===== config.mk =====
export PLATFORM = sky130hd
export DESIGN_NAME = sliding_puzzle_core
export DESIGN_NICKNAME = d
export VERILOG_FILES = /design/src/rtl/puzzle_pkg.sv /design/src/rtl/puzzle_lfsr.sv /design/src/rtl/sliding_puzzle_core.sv
export SDC_FILE = /design/constraint.sdc
export NUM_CORES = 1
export LEC_CHECK = 0
export ABC_AREA = 1
export CAP_MARGIN = 20
export CORE_MARGIN = 2
export CORE_UTILIZATION = 45
export CTS_CLUSTER_SIZE = 30
export DETAILED_ROUTE_END_ITERATION = 12
export DONT_BUFFER_PORTS = 1
export GPL_TIMING_DRIVEN = 0
export PLACE_DENSITY = 0.6
export SYNTH_ARGS = -nofsm -noshare
export SYNTH_HDL_FRONTEND = slang
export SYNTH_SLANG_ARGS = --single-unit

===== constraint.sdc =====
create_clock -name clk_d -period 4.55 [get_ports clk_d]
set_input_delay 0 -clock clk_d [delete_from_list [all_inputs] [get_ports clk_d]]
set_output_delay 0 -clock clk_d [all_outputs]
set_load 0.01 [all_outputs]

===== src/rtl/puzzle_pkg.sv =====
// Shared types, direction encodings and grid-neighbour helpers for the sliding puzzle.
package puzzle_pkg;

    typedef enum logic [2:0] {
        StIdle,
        StFind,
        StShuffle,
        StPlay,
        StWon
    } state_e;

    localparam logic [3:0] DIR_UP    = 4'b0001;
    localparam logic [3:0] DIR_RIGHT = 4'b0010;
    localparam logic [3:0] DIR_DOWN  = 4'b0100;
    localparam logic [3:0] DIR_LEFT  = 4'b1000;

    // Grids are at most 4x4, so any cell index fits in four bits.
    localparam int unsigned IDX_W = 4;

    typedef struct packed {
        logic             valid;
        logic [IDX_W-1:0] idx;
    } nbr_t;

    // Neighbour of cell pos in direction dir; valid is low for off-grid or non-one-hot dir.
    function automatic nbr_t neighbour(input int unsigned pos, input logic [3:0] dir,
                                       input int unsigned rows, input int unsigned cols);
        nbr_t        res;
        int unsigned row;
        int unsigned col;
        row       = pos / cols;
        col       = pos % cols;
        res.valid = 1'b0;
        res.idx   = IDX_W'(pos);
        case (dir)
            DIR_UP: begin
                if (row > 0) begin
                    res.valid = 1'b1;
                    res.idx   = IDX_W'(pos - cols);
                end
            end
            DIR_RIGHT: begin
                if (col + 1 < cols) begin
                    res.valid = 1'b1;
                    res.idx   = IDX_W'(pos + 1);
                end
            end
            DIR_DOWN: begin
                if (row + 1 < rows) begin
                    res.valid = 1'b1;
                    res.idx   = IDX_W'(pos + cols);
                end
            end
            DIR_LEFT: begin
                if (col > 0) begin
                    res.valid = 1'b1;
                    res.idx   = IDX_W'(pos - 1);
                end
            end
            default: res.valid = 1'b0;
        endcase
        return res;
    endfunction

    // Opposite direction: up<->down, left<->right.
    function automatic logic [3:0] reverse_dir(input logic [3:0] dir);
        return {dir[1:0], dir[3:2]};
    endfunction

endpackage


===== src/rtl/puzzle_lfsr.sv =====
// Free-running 16-bit Fibonacci LFSR, taps x^16+x^14+x^13+x^11.
module puzzle_lfsr #(
    parameter logic [15:0] SEED = 16'hACE1
) (
    input  logic        clk_d,
    input  logic        rst,
    output logic [15:0] lfsr
);

    logic [15:0] lfsr_q;

    // Shift left every cycle, feedback enters at bit 0.
    always_ff @(posedge clk_d or posedge rst) begin
        if (rst) begin
            lfsr_q <= SEED;
        end else begin
            lfsr_q <= {lfsr_q[14:0], lfsr_q[15] ^ lfsr_q[13] ^ lfsr_q[12] ^ lfsr_q[10]};
        end
    end

    assign lfsr = lfsr_q;

endmodule


===== src/rtl/sliding_puzzle_core.sv =====
// R x C sliding-tile puzzle engine: board load/validate, random shuffle, play and win detect.
module sliding_puzzle_core
    import puzzle_pkg::*;
#(
    parameter int unsigned ROWS       = 3,
    parameter int unsigned COLS       = 3,
    parameter int unsigned TW         = 4,
    parameter int unsigned SHUF_MOVES = 64,
    parameter logic [15:0] LFSR_SEED  = 16'hACE1
) (
    input  logic                      clk_d,
    input  logic                      rst,
    input  logic                      load_en,
    input  logic [TW-1:0]             load_idx,
    input  logic [TW-1:0]             load_tile,
    input  logic                      start,
    input  logic                      shuffle,
    input  logic                      abort,
    input  logic [3:0]                act,
    output logic                      busy,
    output logic                      ini_flag,
    output logic                      bad_move,
    output logic                      load_err,
    output logic                      win_flag,
    output logic [TW-1:0]             blank_pos,
    output logic [15:0]               move_count,
    output logic [ROWS*COLS*TW-1:0]   out_game
);

    localparam int unsigned N = ROWS * COLS;
    localparam logic [TW-1:0] BLANK = TW'(N - 1);

    state_e      state_q, state_d;
    logic [TW-1:0] board_q [N];
    logic [TW-1:0] board_d [N];
    logic [TW-1:0] blank_q, blank_d;
    logic [15:0]   move_cnt_q, move_cnt_d;
    logic          ini_q, ini_d;
    logic          bad_q, bad_d;
    logic          err_q, err_d;
    logic [TW-1:0] scan_q, scan_d;
    logic [1:0]    bcnt_q, bcnt_d;     // blanks seen so far, saturates at 2
    logic [TW-1:0] fpos_q, fpos_d;
    logic          shuf_load_q, shuf_load_d;
    logic [7:0]    shuf_cnt_q, shuf_cnt_d;
    logic [3:0]    prev_q, prev_d;     // last applied shuffle move, 0 = none

    logic [15:0] lfsr;
    logic        unused_lfsr;
    logic [3:0]  shuf_dir;
    logic [3:0]  mv_dir;
    nbr_t        nb;
    logic        solved;
    logic        do_swap;
    logic        cmd_find;
    logic        cmd_shuf;

    puzzle_lfsr #(
        .SEED (LFSR_SEED)
    ) u_lfsr (
        .clk_d (clk_d),
        .rst   (rst),
        .lfsr  (lfsr)
    );

    assign unused_lfsr = ^lfsr[15:2];
    assign shuf_dir    = 4'b0001 << lfsr[1:0];
    assign mv_dir      = (state_q == StShuffle) ? shuf_dir : act;
    assign nb          = neighbour(32'(blank_q), mv_dir, ROWS, COLS);

    // Board equals the solved arrangement (cell i holds code i).
    always_comb begin
        solved = 1'b1;
        for (int i = 0; i < N; i++) begin
            if (board_q[i] != TW'(i)) solved = 1'b0;
        end
    end

    // Next-state and datapath decode for the game FSM.
    always_comb begin
        state_d     = state_q;
        board_d     = board_q;
        blank_d     = blank_q;
        move_cnt_d  = move_cnt_q;
        ini_d       = 1'b0;
        bad_d       = 1'b0;
        err_d       = err_q;
        scan_d      = scan_q;
        bcnt_d      = bcnt_q;
        fpos_d      = fpos_q;
        shuf_load_d = shuf_load_q;
        shuf_cnt_d  = shuf_cnt_q;
        prev_d      = prev_q;
        do_swap     = 1'b0;
        cmd_find    = 1'b0;
        cmd_shuf    = 1'b0;

        unique case (state_q)
            StIdle: begin
                if (abort) begin
                    state_d = StIdle;
                end else if (shuffle) begin
                    cmd_shuf = 1'b1;
                end else if (start) begin
                    cmd_find = 1'b1;
                end else if (load_en && (32'(load_idx) < N)) begin
                    board_d[load_idx] = load_tile;
                end
            end
            StFind: begin
                if (abort) begin
                    state_d = StIdle;
                end else begin
                    if (board_q[scan_q] == BLANK) begin
                        fpos_d = scan_q;
                        if (bcnt_q != 2'd2) bcnt_d = bcnt_q + 2'd1;
                    end
                    if (32'(scan_q) == N - 1) begin
                        if (bcnt_d == 2'd1) begin
                            state_d    = StPlay;
                            blank_d    = fpos_d;
                            move_cnt_d = '0;
                            ini_d      = 1'b1;
                        end else begin
                            state_d = StIdle;
                            err_d   = 1'b1;
                        end
                    end else begin
                        scan_d = scan_q + 1'b1;
                    end
                end
            end
            StShuffle: begin
                if (abort) begin
                    state_d = StIdle;
                end else if (shuf_load_q) begin
                    for (int i = 0; i < N; i++) board_d[i] = TW'(i);
                    blank_d     = BLANK;
                    shuf_cnt_d  = '0;
                    prev_d      = '0;
                    shuf_load_d = 1'b0;
                end else if (nb.valid && (mv_dir != reverse_dir(prev_q))) begin
                    do_swap    = 1'b1;
                    prev_d     = mv_dir;
                    shuf_cnt_d = shuf_cnt_q + 8'd1;
                    if (32'(shuf_cnt_q) + 1 == SHUF_MOVES) begin
                        state_d    = StPlay;
                        move_cnt_d = '0;
                        ini_d      = 1'b1;
                    end
                end
            end
            StPlay: begin
                if (abort) begin
                    state_d = StIdle;
                end else if (solved) begin
                    // Registered win compare: acts in this cycle are dropped.
                    state_d = StWon;
                end else if (act != 4'b0000) begin
                    if ($onehot(act) && nb.valid) begin
                        do_swap = 1'b1;
                        if (move_cnt_q != 16'hFFFF) move_cnt_d = move_cnt_q + 16'd1;
                    end else begin
                        bad_d = 1'b1;
                    end
                end
            end
            StWon: begin
                if (abort) begin
                    state_d = StIdle;
                end else if (shuffle) begin
                    cmd_shuf = 1'b1;
                end else if (start) begin
                    cmd_find = 1'b1;
                end
            end
            default: state_d = StIdle;
        endcase

        if (cmd_shuf) begin
            state_d     = StShuffle;
            shuf_load_d = 1'b1;
            err_d       = 1'b0;
        end
        if (cmd_find) begin
            state_d = StFind;
            scan_d  = '0;
            bcnt_d  = '0;
            fpos_d  = '0;
            err_d   = 1'b0;
        end
        if (do_swap) begin
            board_d[blank_q] = board_q[nb.idx];
            board_d[nb.idx]  = BLANK;
            blank_d          = TW'(nb.idx);
        end
    end

    // State registers; reset restores the solved board with the blank in the last cell.
    always_ff @(posedge clk_d or posedge rst) begin
        if (rst) begin
            state_q <= StIdle;
            for (int i = 0; i < N; i++) board_q[i] <= TW'(i);
            blank_q     <= BLANK;
            move_cnt_q  <= '0;
            ini_q       <= 1'b0;
            bad_q       <= 1'b0;
            err_q       <= 1'b0;
            scan_q      <= '0;
            bcnt_q      <= '0;
            fpos_q      <= '0;
            shuf_load_q <= 1'b0;
            shuf_cnt_q  <= '0;
            prev_q      <= '0;
        end else begin
            state_q     <= state_d;
            board_q     <= board_d;
            blank_q     <= blank_d;
            move_cnt_q  <= move_cnt_d;
            ini_q       <= ini_d;
            bad_q       <= bad_d;
            err_q       <= err_d;
            scan_q      <= scan_d;
            bcnt_q      <= bcnt_d;
            fpos_q      <= fpos_d;
            shuf_load_q <= shuf_load_d;
            shuf_cnt_q  <= shuf_cnt_d;
            prev_q      <= prev_d;
        end
    end

    // Flatten the board with cell 0 in the MSBs.
    always_comb begin
        out_game = '0;
        for (int i = 0; i < N; i++) out_game[(N-1-i)*TW +: TW] = board_q[i];
    end

    assign busy       = (state_q == StFind) || (state_q == StShuffle);
    assign win_flag   = (state_q == StWon);
    assign ini_flag   = ini_q;
    assign bad_move   = bad_q;
    assign load_err   = err_q;
    assign blank_pos  = blank_q;
    assign move_count = move_cnt_q;

endmodule

# Word level (Yosys, flattened, before mapping)
# Index checks and enable logic that the tools add are counted.
# totals
regBits	101
input_bits	18
wordCells	267
# classes
add_sub_neg	14
div_mod_pow	2
order_cmp	12
n_eq_ne	52
shift	1
mux	127
bitwise	11
n_reduce_logical	26
# op_table
operator	n
$mux 36	7
$mux 16	12
$mux 4	24
$bwmux 36	2
$pmux 36 s2	1
$add 32x1->32 const B	2
$gt 32x1->1 const B	2
$lt 32x2->1 const B	2
$demux 4 s4	3
$pmux 16 s3	1
$mux 1	44
$mux 3	11
$bmux 4 s4	2
$div 4x2->32 const B	1
$mod 4x2->32 const B	1
$ne 2x2->1 const B	14
$and 27x27->27	1
$not 27->27	1
$ne 5x5->1 const B	5
$ge 5x5->1 const B	4
$mux 5	4
$not 4->5	4
$ne 3x3->1 const B	6
$add 16x1->16 const B	1
51 further kinds	90

# Depth between registers and ports, before layout
# Gate-level depths: netlist (run 1).
# depth
depth_word	15
depth_mapped	37
depth_no_buf	34

# Cells and area by module
# A second synthesis (run 1) with hierarchy kept.
# unflattened
hier_cells	1222
area_unflattened_um2	7950.1
# modules_own_cells
module	n_inst	cells_each	area_per_inst_um2	seq_area_each_um2
sliding_puzzle_core	1	1190	7472.2	2144.6
puzzle_lfsr	1	32	478.0	410.4

# Worst setup path after synthesis (run 1)
# No wires, ideal clock.
# synth_path
path_kind	reg2reg
from	reg blank_q[0] (netlist: blank_pos[0])
to	reg board_q, in the netlist out_game[34]
arrival_time_ps	4077
slack_ps	357
stages_incl_launch_ff	35
path_buffers	5
period_less_slack_ps	4193
cell_sequence	dfrtp_1 -> buf_2 -> clkinv_1 -> ha_1 -> nand2_2 -> nand3_4 -> buf_8 -> nand2_1 -> nand2_1 -> inv_1 -> ha_1 -> inv_1 -> nand4_4 -> buf_6 -> nand3_2 -> nor2_1 -> nand2_1 -> nand2_1 -> nand3_2 -> nor2_4 -> nand2_4 -> nand2_2 -> nand3_2 -> nand2_4 -> nand2_2 -> buf_6 -> buf_6 -> o21ai_1 -> nand2_1 -> nand2_1 -> nand2_1 -> nand3_4 -> nand2_1 -> nand2_1 -> nand2_1
# synth_lines
element	line	source
start: declaration	sliding_puzzle_core.sv:36	logic [TW-1:0] blank_q, blank_d;
start signal: assignment	sliding_puzzle_core.sv:218	blank_q <= blank_d;
end signal: assignment	sliding_puzzle_core.sv:217	board_q <= board_d;
end: declaration	sliding_puzzle_core.sv:34	logic [TW-1:0] board_q [N];

==> run summary, run 1 <==
first-pass GRT wire length - 42700 um
Compound-Gate Fraction of Synth Area - 15.8%
Cell Count Post-Placement - 1458
synth-to-layout area growth - 18.7%
Setup crit start kind - flop
fin cells - 1517
share of cells above drive strength 1 - 18.2%
Horiz. Die Dim - 138 um
pwr/cell area - 868 mW/mm^2
number of remaining DRC errors - 0
row count - 49
Finished Core Util - 54.1%
Crit-path slowest cell - dfrtp_2
Mapped Avg Cell Area - 6.59 um^2
Post-Syn Area - 0.00810 mm^2
Placeable Area - 0.0178 mm^2
Post-Route WL - 28300 um
initial antenna violation count - 0
Adder-Cell Fraction of Synth Area - 2.72%
deepest clock path buffer count - 2
wire per inst - 18.6 um
crit path kind - reg -> reg
synth unique cells - 53
Tightest Pin Transition - 0.771 ns
largest net degree at the start of global routing - 62
final setup vio count - 0
RSZ-0062 raised after global routing - true
Post-synth EDFFs - 0
Worst Hold Class - in -> reg
Post-Synth XOR/XNOR Area - 2.60%
Initial DRC Count - 899
Yosys reg bits - 101
slowest stage delay, CP - 0.46 ns
Initial Util - 45.5%
worst path buffer plus inverter count - 7
relative slew slack - 48.6%
Final min period - 4.37 ns
Clk Latency, worst-skew pair - 0.38 ns
Tot GR Track Use - 28.1%
Via density - 5.66
crit-path max FO - 8
number of global-route vias before repair - 7740
main area contributors after synthesis - dfrtp_1 (24%), nand2_1 (15%), inv_1 (7.9%)
sequential area share after synthesis - 31.6%
Post-synth top flop - dfrtp_1
commonest non-fill, non-tap cell in the layout - nand2_1
Required @ worst endpoint - 4.82 ns
Reg area - 0.00256 mm^2
DIE HEIGHT - 138 um
Worst Skew - 0.0154 ns
n_diodes - 0
GPL Wtd Cong - 1.04
syn nets - 1263
Synth async-reset ratio - 100%
Final Cycle Share - 96.1%
Root Buffer - clkbuf_16
hpwl dp - 20600 um
GRT overflow - 0
post-route cell area - 0.00961 mm^2
min setup slack post-route - 0.178 ns
Top delay family on crit path - simple AND/OR/NAND/NOR gates
final hold viol count - 1
simple-gate share of the synthesized area - 36.6%
DP Worst Slack - -0.871 ns
Max Cap Viol - 0
largest family of logic cells by synthesized area - simple AND/OR/NAND/NOR gates
multi-input logic area - 0.00509 mm^2
Pleak - 4.44 nW
Synth area leader - dfrtp_1
placed inst area - 0.00841 mm^2
top-area cell type share of the netlist area - 24.4%
Clock Pin Slew Worst Setup and Hold Paths - 0.08 ns
Sink Count - 101
violated checks - negative hold slack
FMAX - 229 MHz
First-pass DRT Iterations - 5
post-route ant nets - 0
I/O Buffers - 0
CTS tree - built
Vias - 8589
Filler cells - 1758
Yosys Warn Count - 0
Synth Instances - 1228
Final Hold Slack - -0.00113 ns
die area - 0.0191 mm^2
commonest cells after routing, fill and taps aside - nand2_1 (281), inv_1 (164), nor2_1 (151)
max-slew violation count - 0
Final nets - 1318
mux share of post-synthesis cell area - 0%
Ports - 79
critical path data arrival time - 4.64 ns
Worst VDD drop - 0.000685 V
status - finished, violations left
CTS H-tree depth - 3
Setup crit end kind - flop
CTS Buf Count - 9
Yosys cell counts, types with 6 or more instances:
| library cell | number |
|---|---|
| a21oi_1 | 51 |
| a22oi_1 | 6 |
| buf_2 | 7 |
| clkbuf_1 | 16 |
| dfrtp_1 | 79 |
| dfstp_2 | 22 |
| ha_1 | 16 |
| inv_1 | 171 |
| inv_2 | 14 |
| nand2_1 | 326 |
| nand3_1 | 74 |
| nand3_2 | 9 |
| nand4_1 | 26 |
| nor2_1 | 158 |
| nor3_1 | 16 |
| nor4_1 | 15 |
| o211ai_1 | 6 |
| o21ai_0 | 59 |
| o21ai_1 | 15 |
| o22ai_1 | 37 |
| o31ai_1 | 10 |
| xnor2_1 | 9 |
| xor2_1 | 15 |
logic make-up after synthesis:
group,count (synthesis)
DFF,101
adders and majority gates,17
xor gates and xnor gates,24
AOI/OAI and AO/OA,213
buffers and inverters,217
and+or+nand+nor,656
path summary, 6_finish.rpt:
kind,from,cells after the start,end,slack [ns]
worst max-delay path,blank_pos[2],36,out_game[2],0.18
worst min-delay path,load_tile[3],3,out_game[15],-0.001
worst max register to register,blank_pos[2],36,out_game[2],0.18
worst min register to register,u_lfsr.lfsr[3],0,u_lfsr.lfsr[4],0.35
max in group asynchronous,rst,3,out_game[6],3.54
min in group asynchronous,rst,2,u_lfsr.lfsr[12],0.25
per-stage QoR:
step,total power [mW],setup TNS [ns],hold WS (ns)
detailed placement,6.18,-47.28,0.0735
global placement,6.15,-43.93,0.181
CTS,7.33,0,0.00190
global route,8.89,-1.83,0.0516
finish,8.35,0,-0.00113
floorplan,4.95,0,0.169
cell type report:
cell class,count,area share [%]
well taps,229,2.98
inverters,187,7.51
flip-flops and latches,101,26.6
clock buffers,9,2.34
plain buffers,29,2.41
clock inverters,7,0.885
repair buffers,42,4.35
multi-input cells,913,52.9
flip-flops by register name, indices dropped and copies added (netlist names):
| name | flops |
|---|---|
| bad_move | 1 |
| bcnt_q | 2 |
| blank_pos | 4 |
| fpos_q | 4 |
| ini_flag | 1 |
| load_err | 1 |
| move_count | 16 |
| out_game | 36 |
| prev_q | 4 |
| scan_q | 4 |
| shuf_cnt_q | 8 |
| shuf_load_q | 1 |
| state_q | 3 |
| u_lfsr.lfsr | 16 |
power by group:
group | leakage, nW | switching, mW | internal (mW)
logic | 2.99 | 3.92 | 1.98
clock network | 0.147 | 0.418 | 0.395
registers | 1.31 | 0.439 | 1.20
total | 4.44 | 4.77 | 3.57
timing repair:
item                       4_1_cts  5_1_grt
pin swaps                        8       48
setup endpoints to repair       72       69
hold buffers                     5        0
setup buffers                    9       22
hold endpoints to repair        52        0
cloned                           3        5
resized for setup               37      122
worst reg2reg max path, delay by kind of cell (launching register included):
family,cells,cell delay [ns]
adder cells (fa/ha/maj),2,0.47
AO/OA/AOI/OAI,1,0.10
buffers and inverters,7,0.82
AND/OR/NAND/NOR,26,2.39
flip-flops,1,0.46
metal layers:
layer	up-vias	track usage [%]	share of wire (%)
met2	382	43.5	44
met3	92	6.69	8.7
li1	4152	-	-
met4	0	10.5	4.5
met1	3963	38.3	43
met5	-	0	0
No activity file was read; power rests on OpenSTA's default activity.
==> run 2, diff against run 1 <==
--- a/config.mk
+++ b/config.mk
@@ -14,6 +14,7 @@
 export DONT_BUFFER_PORTS = 1
 export GPL_TIMING_DRIVEN = 0
 export PLACE_DENSITY = 0.6
+export REMOVE_ABC_BUFFERS = 1
 export SYNTH_ARGS = -nofsm -noshare
 export SYNTH_HDL_FRONTEND = slang
 export SYNTH_SLANG_ARGS = --single-unit
==> run summary, run 2 (synthesized netlist as in run 1, its figures left out) <==
synth-to-layout area growth - 19.0%
initial antenna violation count - 1
critical path data arrival time - 4.63 ns
largest net degree at the start of global routing - 60
Setup crit end kind - flop
post-route cell area - 0.00964 mm^2
fin cells - 1506
post-route ant nets - 0
Via density - 5.75
Horiz. Die Dim - 138 um
RSZ-0062 raised after global routing - true
Final nets - 1307
Psw - 4.73 mW
share of cells above drive strength 1 - 17.3%
Worst VDD drop - 0.000457 V
row count - 49
sequential share of power - 21.1%
Initial Util - 45.5%
n_diodes - 0
FMAX - 228 MHz
Tot GR Track Use - 28.0%
max reg flops - 36
final setup vio count - 0
reg2reg start - blank_pos[3]
I/O Buffers - 0
CTS H-tree depth - 3
number of global-route vias before repair - 7735
min setup slack post-route - 0.173 ns
Final Cycle Share - 96.2%
P_int - 3.39 mW
GRT overflow - 0
Cell Count Post-Placement - 1429
HP Start - load_tile[3]
GPL Wtd Cong - 1.01
total chip power - 8.13 mW
crit path kind - reg -> reg
DP Worst Slack - -2.66 ns
commonest cells after routing, fill and taps aside - nand2_1 (295), inv_1 (163), nor2_1 (150)
Worst Skew - 0.0197 ns
Post-Route WL - 28500 um
CTS tree - built
Initial DRC Count - 925
Sw Share - 58.3%
CTS Buf Count - 9
Tightest Pin Transition - 0.902 ns
Vias - 8660
Clk Latency, worst-skew pair - 0.37 ns
pwr/cell area - 843 mW/mm^2
Root Buffer - clkbuf_16
number of remaining DRC errors - 0
deepest clock path buffer count - 2
Placeable Area - 0.0178 mm^2
Max Cap Viol - 0
Sink Count - 101
Critical Path Source - blank_pos[3]
slowest stage delay, CP - 0.72 ns
status - finished clean
commonest non-fill, non-tap cell in the layout - nand2_1
DIE HEIGHT - 138 um
Gate power share - 69.1%
Required @ worst endpoint - 4.80 ns
Final min period - 4.38 ns
die area - 0.0191 mm^2
relative slew slack - 39.6%
Crit-path slowest cell - dfstp_4
first-pass GRT wire length - 43000 um
Clock Pin Slew Worst Setup and Hold Paths - 0.08 ns
Clock Power Share - 9.9%
final hold viol count - 0
wire per inst - 18.9 um
placed inst area - 0.00825 mm^2
hpwl dp - 19300 um
First-pass DRT Iterations - 6
Pleak - 4.38 nW
max-slew violation count - 0
Ports - 79
Setup crit start kind - flop
crit-path max FO - 7
Worst Hold Class - in -> reg
==> run 2: through the flow <==
step | TNS, ns | util [%] | hold WS, ns
final | 0 | 54.2 | 0.0281
after global placement | -121.07 | 46.2 | 0.181
after detailed placement | -122.94 | 46.4 | 0.0594
after CTS | 0 | 50.4 | 0.0282
after floorplan | -10.34 | - | 0.169
after global routing | -0.443 | 54.2 | 0.0869
==> run 2: path summary, 6_finish.rpt <==
kind / slack (ns) / to / cells after the start
hold / removal: 0.03 / out_game[3] / 4
setup / recovery: 0.17 / out_game[27] / 30
max in group asynchronous: 3.54 / out_game[6] / 3
min in group asynchronous: 0.25 / shuf_cnt_q[1] / 2
hold reg to reg: 0.35 / u_lfsr.lfsr[15] / 0
setup reg to reg: 0.17 / out_game[27] / 30
==> run 2: timing repair <==
action / 4_1_cts / 5_1_grt
setup buffers: 13 / 29
hold endpoints to repair: 55 / 0
endpoints found under the setup margin: 73 / 71
resized for setup: 37 / 97
pin swaps: 6 / 33
cloned: 3 / 8
hold buffers: 8 / 0
==> run 2: power groups by stage <==
stage	Combinational [mW]	Clock [mW]	Sequential, mW
5_1_grt	6.10	0.854	1.74
3_5_place_dp	4.35	0	1.70
6_report	5.61	0.801	1.71
2_1_floorplan	3.29	0	1.52
4_1_cts	4.60	0.814	1.68
3_3_place_gp	4.33	0	1.70
==> run 2: final cells by class <==
| class | instances | area (um^2) |
|---|---|---|
| repair inverters | 1 | 7.51 |
| repair buffers | 53 | 509 |
| multi-input cells | 919 | 5210 |
| clock inverters | 7 | 91.3 |
| fillers | 1714 | 8140 |
| well taps | 229 | 287 |
| inverters | 187 | 743 |
| flip-flops and latches | 101 | 2560 |
| clock buffers | 9 | 225 |
==> run 2: critical path: cells and delay by family (launching register included) <==
kind	cells	cell delay [ns]
buffers and inverters	5	0.70
and+or+nand+nor	21	2.14
DFF	1	0.72
AOI/OAI and AO/OA	2	0.29
adders and majority gates	2	0.41
==> run 2: layer usage <==
metal  track usage, %  wire length, um
met5                0                0
met4             9.72             1230
met3             6.93             3250
met2             42.9            12300
met1             38.7            11700
==> run 3, diff against run 2 <==
--- a/config.mk
+++ b/config.mk
@@ -7,6 +7,7 @@
 export LEC_CHECK = 0
 export ABC_AREA = 1
 export CAP_MARGIN = 20
+export CORE_ASPECT_RATIO = 0.6
 export CORE_MARGIN = 2
 export CORE_UTILIZATION = 45
 export CTS_CLUSTER_SIZE = 30
@@ -18,3 +19,4 @@
 export SYNTH_ARGS = -nofsm -noshare
 export SYNTH_HDL_FRONTEND = slang
 export SYNTH_SLANG_ARGS = --single-unit
+export TNS_END_PERCENT = 50
==> run summary, run 3 (synthesized netlist as in run 1, its figures left out) <==
status - finished clean
first-pass GRT wire length - 44400 um
CTS H-tree depth - 3
post-route cell area - 0.00939 mm^2
hpwl dp - 20700 um
final setup vio count - 0
row count - 37
Setup crit end kind - flop
Tot GR Track Use - 30.7%
Sink Count - 101
max reg flops - 36
initial antenna violation count - 0
Crit path depth - 30
Pleak - 4.31 nW
Final min period - 4.39 ns
number of global-route vias before repair - 7831
Required @ worst endpoint - 4.87 ns
synth-to-layout area growth - 15.9%
GR peak layer - met1
Final Cycle Share - 96.4%
CP most frequent cell - nand2_1
final hold viol count - 0
placed inst area - 0.00826 mm^2
Top delay family on crit path - simple AND/OR/NAND/NOR gates
wire per inst - 19.6 um
Max Cap Viol - 0
hold path cells - 3
GRT overflow - 0
CTS Buf Count - 9
Worst VDD drop - 0.000413 V
GPL Wtd Cong - 0.984
n_diodes - 0
DIE HEIGHT - 108 um
Root Buffer - clkbuf_16
First-pass DRT Iterations - 6
min setup slack post-route - 0.162 ns
RSZ-0062 raised after global routing - true
Placeable Area - 0.0174 mm^2
die area - 0.0191 mm^2
worst path buffer plus inverter count - 2
Worst Hold Class - in -> reg
Tightest Pin Transition - 0.948 ns
Initial DRC Count - 998
Horiz. Die Dim - 177 um
Filler cells - 1689
relative slew slack - 36.6%
Clock Pin Slew Worst Setup and Hold Paths - 0.08 ns
crit-path max FO - 10
GR Layer Usage met3 - 11.7%
post-route ant nets - 0
number of remaining DRC errors - 0
Clk Latency, worst-skew pair - 0.37 ns
FMAX - 228 MHz
setup TNS - 0 ns
slowest stage delay, CP - 0.72 ns
max-slew violation count - 0
GR Util met2 - 40.3%
Ports - 79
Final nets - 1300
commonest cells after routing, fill and taps aside - nand2_1 (311), inv_1 (164), nor2_1 (153)
DP Worst Slack - -2.74 ns
deepest clock path buffer count - 2
crit path kind - reg -> reg
met1 GRT Util - 46.8%
Finished Core Util - 54.1%
largest net degree at the start of global routing - 65
Worst Skew - 0.0115 ns
Via density - 5.84
CTS tree - built
share of cells above drive strength 1 - 14.8%
Setup crit start kind - flop
commonest non-fill, non-tap cell in the layout - nand2_1
cell count of the worst reg-to-reg path - 30
I/O Buffers - 0
Crit-path slowest cell - dfstp_4
pwr/cell area - 854 mW/mm^2
Initial Util - 46.6%
Vias - 8781
critical path data arrival time - 4.70 ns
Post-Route WL - 29400 um
[run 3: cell types whose count changed in the layout (fill, tap and decap cells not counted), moves of 5 or more]
| cell | delta |
|---|---|
| nand2_2 | -15 |
| nand2_4 | -5 |
| nand2_1 | +16 |
| nor2_4 | -5 |
[run 3: path summary, 6_finish.rpt]
| path | start | end | slack (ns) |
|---|---|---|---|
| hold / removal | start | load_err | 0.01 |
| min in group asynchronous | rst | bad_move | 0.14 |
| hold reg to reg | u_lfsr.lfsr[9] | u_lfsr.lfsr[10] | 0.35 |
| max in group asynchronous | rst | out_game[10] | 3.65 |
| setup reg to reg | blank_pos[3] | out_game[4] | 0.16 |
| setup / recovery | blank_pos[3] | out_game[4] | 0.16 |
[run 3: per-stage QoR]
step / cells / total power [mW] / hold slack [ns]
global placement: 1432 / 6.10 / 0.195
global route: 1504 / 8.58 / 0.0437
finish: 1504 / 8.02 / 0.0120
floorplan: 1198 / 4.81 / 0.169
detailed placement: 1434 / 6.12 / -0.0584
CTS: 1480 / 7.29 / 0.00545
[run 3: report_power, final]
group | total [mW] | leakage (nW) | internal [mW] | switching [mW]
logic | 5.48 | 2.86 | 1.70 | 3.78
registers | 1.72 | 1.31 | 1.20 | 0.515
clock network | 0.818 | 0.148 | 0.396 | 0.421
total | 8.02 | 4.31 | 3.30 | 4.72
[run 3: layer usage]
metal	up-vias	part of all wire, %
li1	4113	-
met1	4078	46
met2	533	38
met3	57	14
met4	0	2.0
met5	-	0
[run 3: worst min-delay path: stages]
cell and delay [ns]:
inv_1 0.03, nor3_1 0.09, nor3_1 0.20
[run 3: area by class of cell]
class,count,area (um^2),share of cell area [%]
inverter,187,736,7.84
tap,234,293,3.12
clock buffer,9,225,2.40
multi-input combinational,916,5050,53.8
timing repair buffer,49,423,4.51
sequential,101,2560,27.3
timing repair inverter,1,7.51,0.0800
clock inverter,7,90.1,0.960
[run 3: timing repair]
item | CTS | global route
setup buffers | 20 | 20
setup endpoints to repair | 73 | 71
gates cloned | 3 | 4
hold buffers | 7 | 0
gates resized for setup | 38 | 50
pin swaps | 7 | 15
endpoints found under the hold margin | 78 | 0
